$ cat src/rtl/fetch_unit.sv
// fetch_unit: in-order instruction fetch front end.
// Issues one word address per cycle to a synchronous code memory, matches the
// returned word with its address one cycle later, and uses a one-entry skid
// buffer so a downstream stall never loses or duplicates an instruction.
// An out-of-range or misaligned fetch address parks the unit in FAULT until reset.
module fetch_unit #(
    parameter logic [31:0] RESET_PC = 32'h0000_0000,
    parameter int unsigned SIZE     = 1024
) (
    input  logic        clk,
    input  logic        reset,
    output logic [31:0] mem_addr,
    input  logic [31:0] mem_inst,
    input  logic        stall,
    input  logic        branch_taken,
    input  logic [31:0] branch_target,
    output logic        inst_valid,
    output logic [31:0] inst_out,
    output logic [31:0] pc_out,
    output logic        fetch_fault
);

    localparam logic [31:0] SIZE_LIM = 32'(SIZE);

    typedef enum logic {
        RUN,
        FAULT
    } state_t;

    state_t      state_q, state_d;
    logic        fault_q, fault_d;
    logic [31:0] pc_q, pc_d;
    logic        f_valid_q, f_valid_d;
    logic [31:0] f_pc_q, f_pc_d;
    logic        skid_valid_q, skid_valid_d;
    logic [31:0] skid_inst_q, skid_inst_d;
    logic [31:0] skid_pc_q, skid_pc_d;

    logic        run;
    logic        redirect;
    logic        pc_legal;
    logic        issue;
    logic        have_inst;
    logic [31:0] sel_inst;
    logic [31:0] sel_pc;

    // Issue decision and next-state computation for all fetch state.
    always_comb begin
        run      = (state_q == RUN);
        // Redirects are only honoured while running; FAULT ignores them.
        redirect = run && branch_taken;
        pc_legal = (pc_q < SIZE_LIM) && (pc_q[1:0] == 2'b00);
        issue    = run && !stall && !branch_taken && pc_legal;

        state_d = state_q;
        fault_d = fault_q;
        if (run && !stall && !branch_taken && !pc_legal) begin
            state_d = FAULT;
            fault_d = 1'b1;
        end

        pc_d = pc_q;
        if (redirect) begin
            pc_d = branch_target;
        end else if (issue) begin
            pc_d = pc_q + 32'd4;
        end

        // A cycle without issue discards whatever the memory returns next.
        f_valid_d = issue;
        f_pc_d    = issue ? pc_q : f_pc_q;

        skid_valid_d = skid_valid_q;
        skid_inst_d  = skid_inst_q;
        skid_pc_d    = skid_pc_q;
        if (redirect) begin
            skid_valid_d = 1'b0;
        end else if (skid_valid_q && !stall) begin
            skid_valid_d = 1'b0;
        end else if (stall && f_valid_q && !skid_valid_q) begin
            // Memory word is only on mem_inst this cycle; park it while stalled.
            skid_valid_d = 1'b1;
            skid_inst_d  = mem_inst;
            skid_pc_d    = f_pc_q;
        end
    end

    // Output selection: the skid entry is always older than the in-flight fetch.
    always_comb begin
        if (skid_valid_q) begin
            have_inst = 1'b1;
            sel_inst  = skid_inst_q;
            sel_pc    = skid_pc_q;
        end else begin
            have_inst = f_valid_q;
            sel_inst  = mem_inst;
            sel_pc    = f_pc_q;
        end
        inst_valid  = have_inst && !redirect;
        inst_out    = inst_valid ? sel_inst : 32'h0;
        pc_out      = sel_pc;
        mem_addr    = pc_q;
        fetch_fault = fault_q;
    end

    // Control state and FSM, asynchronously reset.
    always_ff @(posedge clk or posedge reset) begin
        if (reset) begin
            state_q      <= RUN;
            fault_q      <= 1'b0;
            pc_q         <= RESET_PC;
            f_valid_q    <= 1'b0;
            f_pc_q       <= 32'h0;
            skid_valid_q <= 1'b0;
        end else begin
            state_q      <= state_d;
            fault_q      <= fault_d;
            pc_q         <= pc_d;
            f_valid_q    <= f_valid_d;
            f_pc_q       <= f_pc_d;
            skid_valid_q <= skid_valid_d;
        end
    end

    // Skid payload; only meaningful while skid_valid_q is set, so no reset.
    always_ff @(posedge clk) begin
        skid_inst_q <= skid_inst_d;
        skid_pc_q   <= skid_pc_d;
    end

endmodule

$ cat config.mk
export PLATFORM = sky130hd
export DESIGN_NAME = fetch_unit
export DESIGN_NICKNAME = d
export VERILOG_FILES = /design/src/rtl/fetch_unit.sv
export SDC_FILE = /design/constraint.sdc
export NUM_CORES = 1
export LEC_CHECK = 0
export ABC_AREA = 1
export ABC_CLOCK_PERIOD_IN_PS = 5700
export CORE_ASPECT_RATIO = 1.2
export CORE_MARGIN = 1.5
export CORE_UTILIZATION = 23
export DETAILED_ROUTE_END_ITERATION = 7
export PLACE_DENSITY = 0.58
export SYNTH_ARGS = -nofsm -noshare
export SYNTH_HDL_FRONTEND = slang
export SYNTH_SLANG_ARGS = --single-unit
$ cat constraint.sdc
create_clock -name clk -period 5.7 [get_ports clk]
set_clock_uncertainty 0.2 [all_clocks]
set_input_delay 0.57 -clock clk [delete_from_list [all_inputs] [get_ports clk]]
set_output_delay 0.57 -clock clk [all_outputs]
set_load 0.005 [all_outputs]
==> results of run 1 <==
==> per-layer routing <==
layer / global-route usage (%) / part of all wire, % / vias up
met5: 0 / 0 / -
met4: 4.89 / 2.1 / 0
met3: 3.45 / 6.3 / 18
met2: 19.0 / 45 / 142
met1: 15.3 / 46 / 2066
li1: - / - / 2262
==> how the worst max path moves through the flow <==
stage / from / to
2_1_floorplan: branch_taken / skid_inst_q[0]
3_3_place_gp: branch_taken / inst_out[10]
3_5_place_dp: branch_taken / inst_out[10]
4_1_cts: branch_taken / inst_out[10]
5_1_grt: branch_taken / inst_out[5]
6_report: branch_taken / inst_out[5]
==> layout make-up <==
class	count	area (um2)	share of cell area [%]
multi-input cells	401	1680	20.5
flip-flops and latches	131	3600	43.9
inverters	49	184	2.25
repair buffers	170	1690	20.6
clock buffers	18	439	5.36
well taps	320	400	4.89
clock inverters	14	199	2.43
==> synthesized netlist by cell type <==
cell      count  area share (%)
nand2_1     293              20
nor2_2        2            0.22
nor2_1       15             1.0
nor3_1        1           0.090
dfrtp_1      67              30
xnor2_1       1            0.16
inv_2        14            0.94
clkbuf_1     12            0.81
inv_1        35             2.4
buf_4         1            0.13
xor2_1        2            0.31
edfxtp_1     64              34
o21ai_2       1            0.16
nand3_1      32             2.9
nand2_4       1            0.20
a21oi_1      33             3.0
nand3_2       1            0.18
ha_1          1            0.22
buf_1         4            0.27
or2_2         1            0.11
o21ai_0      15             1.3
buf_2        11            0.99
nand4_1       2            0.22
buf_6         1            0.20
==> placed cells by master (no fill, tap or decap) <==
| master | count |
|---|---|
| clkinv_2 | 1 |
| dfrtp_2 | 1 |
| nor2_4 | 1 |
| xnor2_1 | 1 |
| o21ai_2 | 1 |
| inv_1 | 34 |
| xor2_1 | 2 |
| nand4_1 | 2 |
| buf_4 | 5 |
| edfxtp_1 | 64 |
| inv_6 | 4 |
| or2_2 | 1 |
| clkinv_4 | 1 |
| clkdlybuf4s50_1 | 165 |
| bufinv_16 | 4 |
| nand3_2 | 1 |
| inv_2 | 15 |
| nor3_4 | 1 |
| nor2_1 | 14 |
| nand2_4 | 1 |
| clkbuf_16 | 17 |
| nand2_1 | 293 |
| o21ai_0 | 15 |
| nand3_1 | 32 |
| nor2_2 | 2 |
| a21oi_1 | 33 |
| clkbuf_8 | 1 |
| dfrtp_1 | 66 |
| ha_1 | 1 |
| clkinvlp_4 | 4 |
==> report_power, final <==
group / internal (mW) / switching, mW
registers: 1.04 / 0.0601
logic: 0.181 / 0.116
clock network: 0.749 / 0.429
total: 1.97 / 0.606
==> flip-flops by register name, summed over array words and instances (netlist names) <==
name          count
f_pc_q           32
f_valid_q         1
fetch_fault       1
mem_addr         32
skid_inst_q      32
skid_pc_q        32
skid_valid_q      1
==> cell families (layout without fill, tap and decap cells) <==
| group | Yosys count | in the layout |
|---|---|---|
| simple gates | 348 | 348 |
| flops | 131 | 131 |
| buf+inv | 78 | 251 |
| compound gates | 49 | 49 |
| xor+xnor | 3 | 3 |
| fa+ha+maj | 1 | 1 |
==> flow_summary.yaml, run 1 <==
finish:
  final_cells: 1103
  num-nets-final: 839
  drive_gt1_share_pct: 7.79
  n_fill_cell: 2517
  area_growth_pct: 46.9
  fin_area_mm2: 0.00819
  fin_util_pct: 34.3
  antenna_cells: 0
clock_tree:
  cts_buffer_depth: 2
  cts_resized: 0
  htree_levels: 4
  ctsHoldBuffers: 0
  cts_buffers: 17
  clk_pin_slew_ns: 0.06
  cts_tree: "yes"
  cts_setup_buffers: 0
  cts.sink_count: 131
  clk-insertion-delay-late_ns: 0.42
  root_buffer: "clkbuf_16"
grt:
  antenna_found_initial: 0
  grt_max_degree: 67
  overflow: 0
  grt_pass1_wl_um: 23700
  grt.total_usage_pct: 11.9
  first_global_vias: 4445
timing:
  rsz0062_at_grt: "false"
  holdWs_ns: 0.269
  fin_crit_sh_pct: 73.2
  hold_violations: 0
  finalSetupTns_ns: 0
  maxSlewViolCount: 0
  worst_slew_margin_rel_pct: 24.8
  setup_ws_ns: 1.53
  final-setup-viol-count: 0
  worst_slew_pin_slew_ns: 1.13
  fin_crit_ns: 4.17
  clock.fmax_ghz: 0.240
synth:
  synth.distinct_cells: 24
  synth_top_family_by_area: "simple AND/OR/NAND/NOR gates"
  synth_cells: 610
  muxShareOfSynthArea_pct: 0
  yosysSeqAreaShare_pct: 64.5
  netlist_area_mm2: 0.00558
  synthAdderAreaFrac_pct: 0.224
  synth_xor_area_share_pct: 0.471
  synth_warnings: 0
  synthSimpleGateAreaFrac_pct: 24.6
  synth_seq_cells: 131
  synth_compound_area_share_pct: 4.46
  avgSynthCellArea_um2: 9.14
  synth_nets: 679
worst_setup_path:
  worstPathRequired_ns: 4.93
  r2r-end: "skid_pc_q[10]"
  r2r_cells: 3
  critPathKind: "in2out"
  crit_path_max_incr_delay_ns: 0.68
  worst-path-max-fanout: 40
  cpMaxStageDelayCell: "nor2_4"
  reg2reg_slack_ns: 2.82
  path_buf_inv: 5
  critical-path-top-delay-family: "buffers and inverters"
  cp_cell_sequence: "clkdlybuf4s50_1 -> inv_1 -> nor2_4 -> inv_2 -> o21ai_2 -> buf_4 -> a21oi_1 -> clkdlybuf4s50_1"
  worstSetupEndpointType: "output port"
  cp_data_arrival_time_ns: 3.40
  cp-start-kind: "primary input"
  path_depth: 8
  crit_path_frequent_cell: "clkdlybuf4s50_1"
  r2r-start: "skid_valid_q"
die:
  start_util_pct: 23.3
  die_area_mm2: 0.0252
  core_mm2: 0.0239
  die_h_um: 174
  die_x_um: 145
  rows: 62
  ios: 166
place:
  dpl_cell_area_mm2: 0.00755
  numPortBuffers: 165
  pre_cts_ws_ns: 1.47
  placed_cells: 1071
  dp_hpwl_um: 9450
  gp_congestion: 0.775
worst_hold_path:
  min_to: "skid_pc_q[11]"
  whs_path_depth: 0
  hp-start: "f_pc_q[11]"
  hold_class: "reg2reg"
pwr:
  p_leak_nw: 3.68
  fin_total_pwr_mw: 2.58
  p_per_area_mw_per_mm2: 315
  peakVddDrop_v: 0.000197
job:
  maxCapViolCount: 0
routing:
  wl_um: 14500
  ant_nets: 0
  vias: 4488
  remaining_drc_errors: 0
  first_pass_iters: 4
  routedWlPerCell_um: 13.1
  drt_iter0_drc: 242
  routed_via_density: 4.07
status:
  status: "complete, no violations"
(Power assumes the default switching activity.)
==> inputs of run 2 (changes only) <==
--- a/config.mk
+++ b/config.mk
@@ -6,12 +6,12 @@
 export NUM_CORES = 1
 export LEC_CHECK = 0
 export ABC_AREA = 1
-export ABC_CLOCK_PERIOD_IN_PS = 5700
+export ABC_CLOCK_PERIOD_IN_PS = 4300
 export CORE_ASPECT_RATIO = 1.2
 export CORE_MARGIN = 1.5
 export CORE_UTILIZATION = 23
 export DETAILED_ROUTE_END_ITERATION = 7
-export PLACE_DENSITY = 0.58
+export PLACE_DENSITY = 0.57
 export SYNTH_ARGS = -nofsm -noshare
 export SYNTH_HDL_FRONTEND = slang
 export SYNTH_SLANG_ARGS = --single-unit
==> constraint.sdc (replaced) <==
create_clock -name clk -period 4.3 [get_ports clk]
set_clock_uncertainty 0.2 [all_clocks]
set_input_delay 0.43 -clock clk [delete_from_list [all_inputs] [get_ports clk]]
set_output_delay 0.43 -clock clk [all_outputs]
set_load 0.005 [all_outputs]
==> run 2 against run 1 <==
  * Critical path type is now reg2out
  * Non-clock buffer count increased by 3
  * Highest routed layer unchanged
  * Clock-buffer cell count increased by 7
  * Critical path depth decreased by 3
  * Largest cell class unchanged
  * Combinational power increased by 31%
  * Utilization decreased by 0.34 points
  * Die area unchanged
  * Sequential cell count unchanged
  * Critical endpoint is now inst_out[12]
  * Largest power group is now registers
  * Total power increased by 23%
  * Global-route usage increased by 0.073 points
  * Clock power increased by 12%
==> flow_summary.yaml, run 2 (synthesized netlist as in run 1, its figures left out) <==
status:
  status: "complete, no violations"
worst_setup_path:
  critical-path-top-delay-family: "buffers and inverters"
  worstPathRequired_ns: 3.67
  crit_path_max_incr_delay_ns: 0.60
  r2r_cells: 8
  cp-start-kind: "flip-flop"
  cp_data_arrival_time_ns: 2.50
  r2r-start: "mem_addr[10]"
  r2r-end: "f_pc_q[2]"
  crit_path_frequent_cell: "buf_4"
  reg2reg_slack_ns: 1.87
  worstSetupEndpointType: "output port"
  worst-path-max-fanout: 66
  path_depth: 5
  path_buf_inv: 3
  cpMaxStageDelayCell: "buf_4"
  cp_cell_sequence: "buf_4 -> o21ai_2 -> buf_4 -> a21oi_1 -> clkdlybuf4s50_1"
  critPathKind: "reg2out"
clock_tree:
  ctsHoldBuffers: 0
  cts_tree: "yes"
  root_buffer: "clkbuf_16"
  cts_setup_buffers: 0
  clk_pin_slew_ns: 0.05
  cts_buffers: 17
  cts_resized: 0
  cts.sink_count: 131
  htree_levels: 4
  clk-insertion-delay-late_ns: 0.41
  cts_buffer_depth: 2
job:
  maxCapViolCount: 0
grt:
  overflow: 0
  grt_util_met2_pct: 19.6
  first_global_vias: 4458
  grt.total_usage_pct: 12.0
  grt_use_met1_pct: 14.9
  use_met3_pct: 4.05
  grt_max_degree: 67
  antenna_found_initial: 0
  grt_busiest_layer: "met2"
  grt_pass1_wl_um: 24000
finish:
  final_common_cell: "nand2_1"
  seqCellArea_mm2: 0.00360
  multi_input_area_mm2: 0.00168
  fin_area_mm2: 0.00811
  num-nets-final: 842
  drive_gt1_share_pct: 7.00
  area_growth_pct: 45.4
  mostFrequentLayoutCells: "nand2_1, clkdlybuf4s50_1, dfrtp_1"
  antenna_cells: 0
  n_fill_cell: 2496
routing:
  remaining_drc_errors: 0
  ant_nets: 0
  drt_iter0_drc: 167
  first_pass_iters: 4
  vias: 4472
  routedWlPerCell_um: 13.0
  routed_via_density: 4.04
  wl_um: 14400
worst_hold_path:
  hold_class: "in2async"
pwr:
  p_leak_nw: 3.65
  fin_total_pwr_mw: 3.17
  p_per_area_mw_per_mm2: 391
  peakVddDrop_v: 0.000258
die:
  die_area_mm2: 0.0252
  ios: 166
  start_util_pct: 23.3
  die_x_um: 145
  core_mm2: 0.0239
  die_h_um: 174
  rows: 62
place:
  dpl_cell_area_mm2: 0.00758
  gp_congestion: 0.729
  dp_hpwl_um: 9520
  numPortBuffers: 165
timing:
  hold_violations: 0
  rsz0062_at_grt: "false"
  clock.fmax_ghz: 0.319
  worst_slew_pin_slew_ns: 1.11
  fin_crit_sh_pct: 72.8
  finalSetupTns_ns: 0
  maxSlewViolCount: 0
  final-setup-viol-count: 0
  worst_slew_margin_rel_pct: 26.2
  fin_crit_ns: 3.13
-- run 2: cell count changes in the layout (fill, tap and decap cells not counted), moves of 3 or more --
| cell | before | now |
|---|---|---|
| buf_4 | 5 | 8 |
| bufinv_16 | 4 | 1 |
| clkbuf_1 | 0 | 6 |
| clkinv_1 | 0 | 3 |
| clkinvlp_4 | 4 | 1 |
| inv_6 | 4 | 0 |
-- run 2: per-layer routing --
| metal | up-vias | part of all wire [%] |
|---|---|---|
| met2 | 142 | 46 |
| met4 | 0 | 1.4 |
| met1 | 2055 | 45 |
| met3 | 15 | 6.8 |
| met5 | - | 0 |
| li1 | 2260 | - |
-- run 2: where the power goes --
| part | internal [mW] | switching (mW) |
|---|---|---|
| sequential | 1.39 | 0.0814 |
| combinational | 0.240 | 0.149 |
| clock | 0.817 | 0.499 |
-- run 2: worst reg2reg max path: stages (launching register included) --
cell     delay (ns)
dfrtp_1        0.45
nor2_1         0.14
nand3_1        0.10
nor2_2         0.14
nand3_2        0.56
buf_4          0.50
inv_2          0.14
nand2_1        0.08
nand2_1        0.06
-- run 2: per-stage QoR --
stage	hold slack, ns	worst slack [ns]	utilization (%)	std cells
after detailed placement	0.261	1.51	31.7	1074
after floorplan	0.247	0.280	-	610
after global placement	0.258	1.52	31.7	1074
after global routing	0.288	0.945	33.9	1106
final	0.268	1.17	33.9	1106
after CTS	0.274	1.08	33.9	1106
-- run 2: final cells by class --
class	count	area share (%)
flip-flops and latches	131	44.4
repair buffers	173	21.1
multi-input cells	401	20.7
clock buffers	25	5.86
well taps	320	4.94
inverters	49	2.28
clock inverters	7	0.725
-- run 2: worst max-delay path by stage --
stage                endpoint          from
2_1_floorplan  skid_inst_q[0]  branch_taken
3_3_place_gp        f_pc_q[2]         stall
3_5_place_dp        f_pc_q[2]         stall
4_1_cts          inst_out[12]  skid_valid_q
5_1_grt          inst_out[12]  skid_valid_q
6_report         inst_out[12]  skid_valid_q
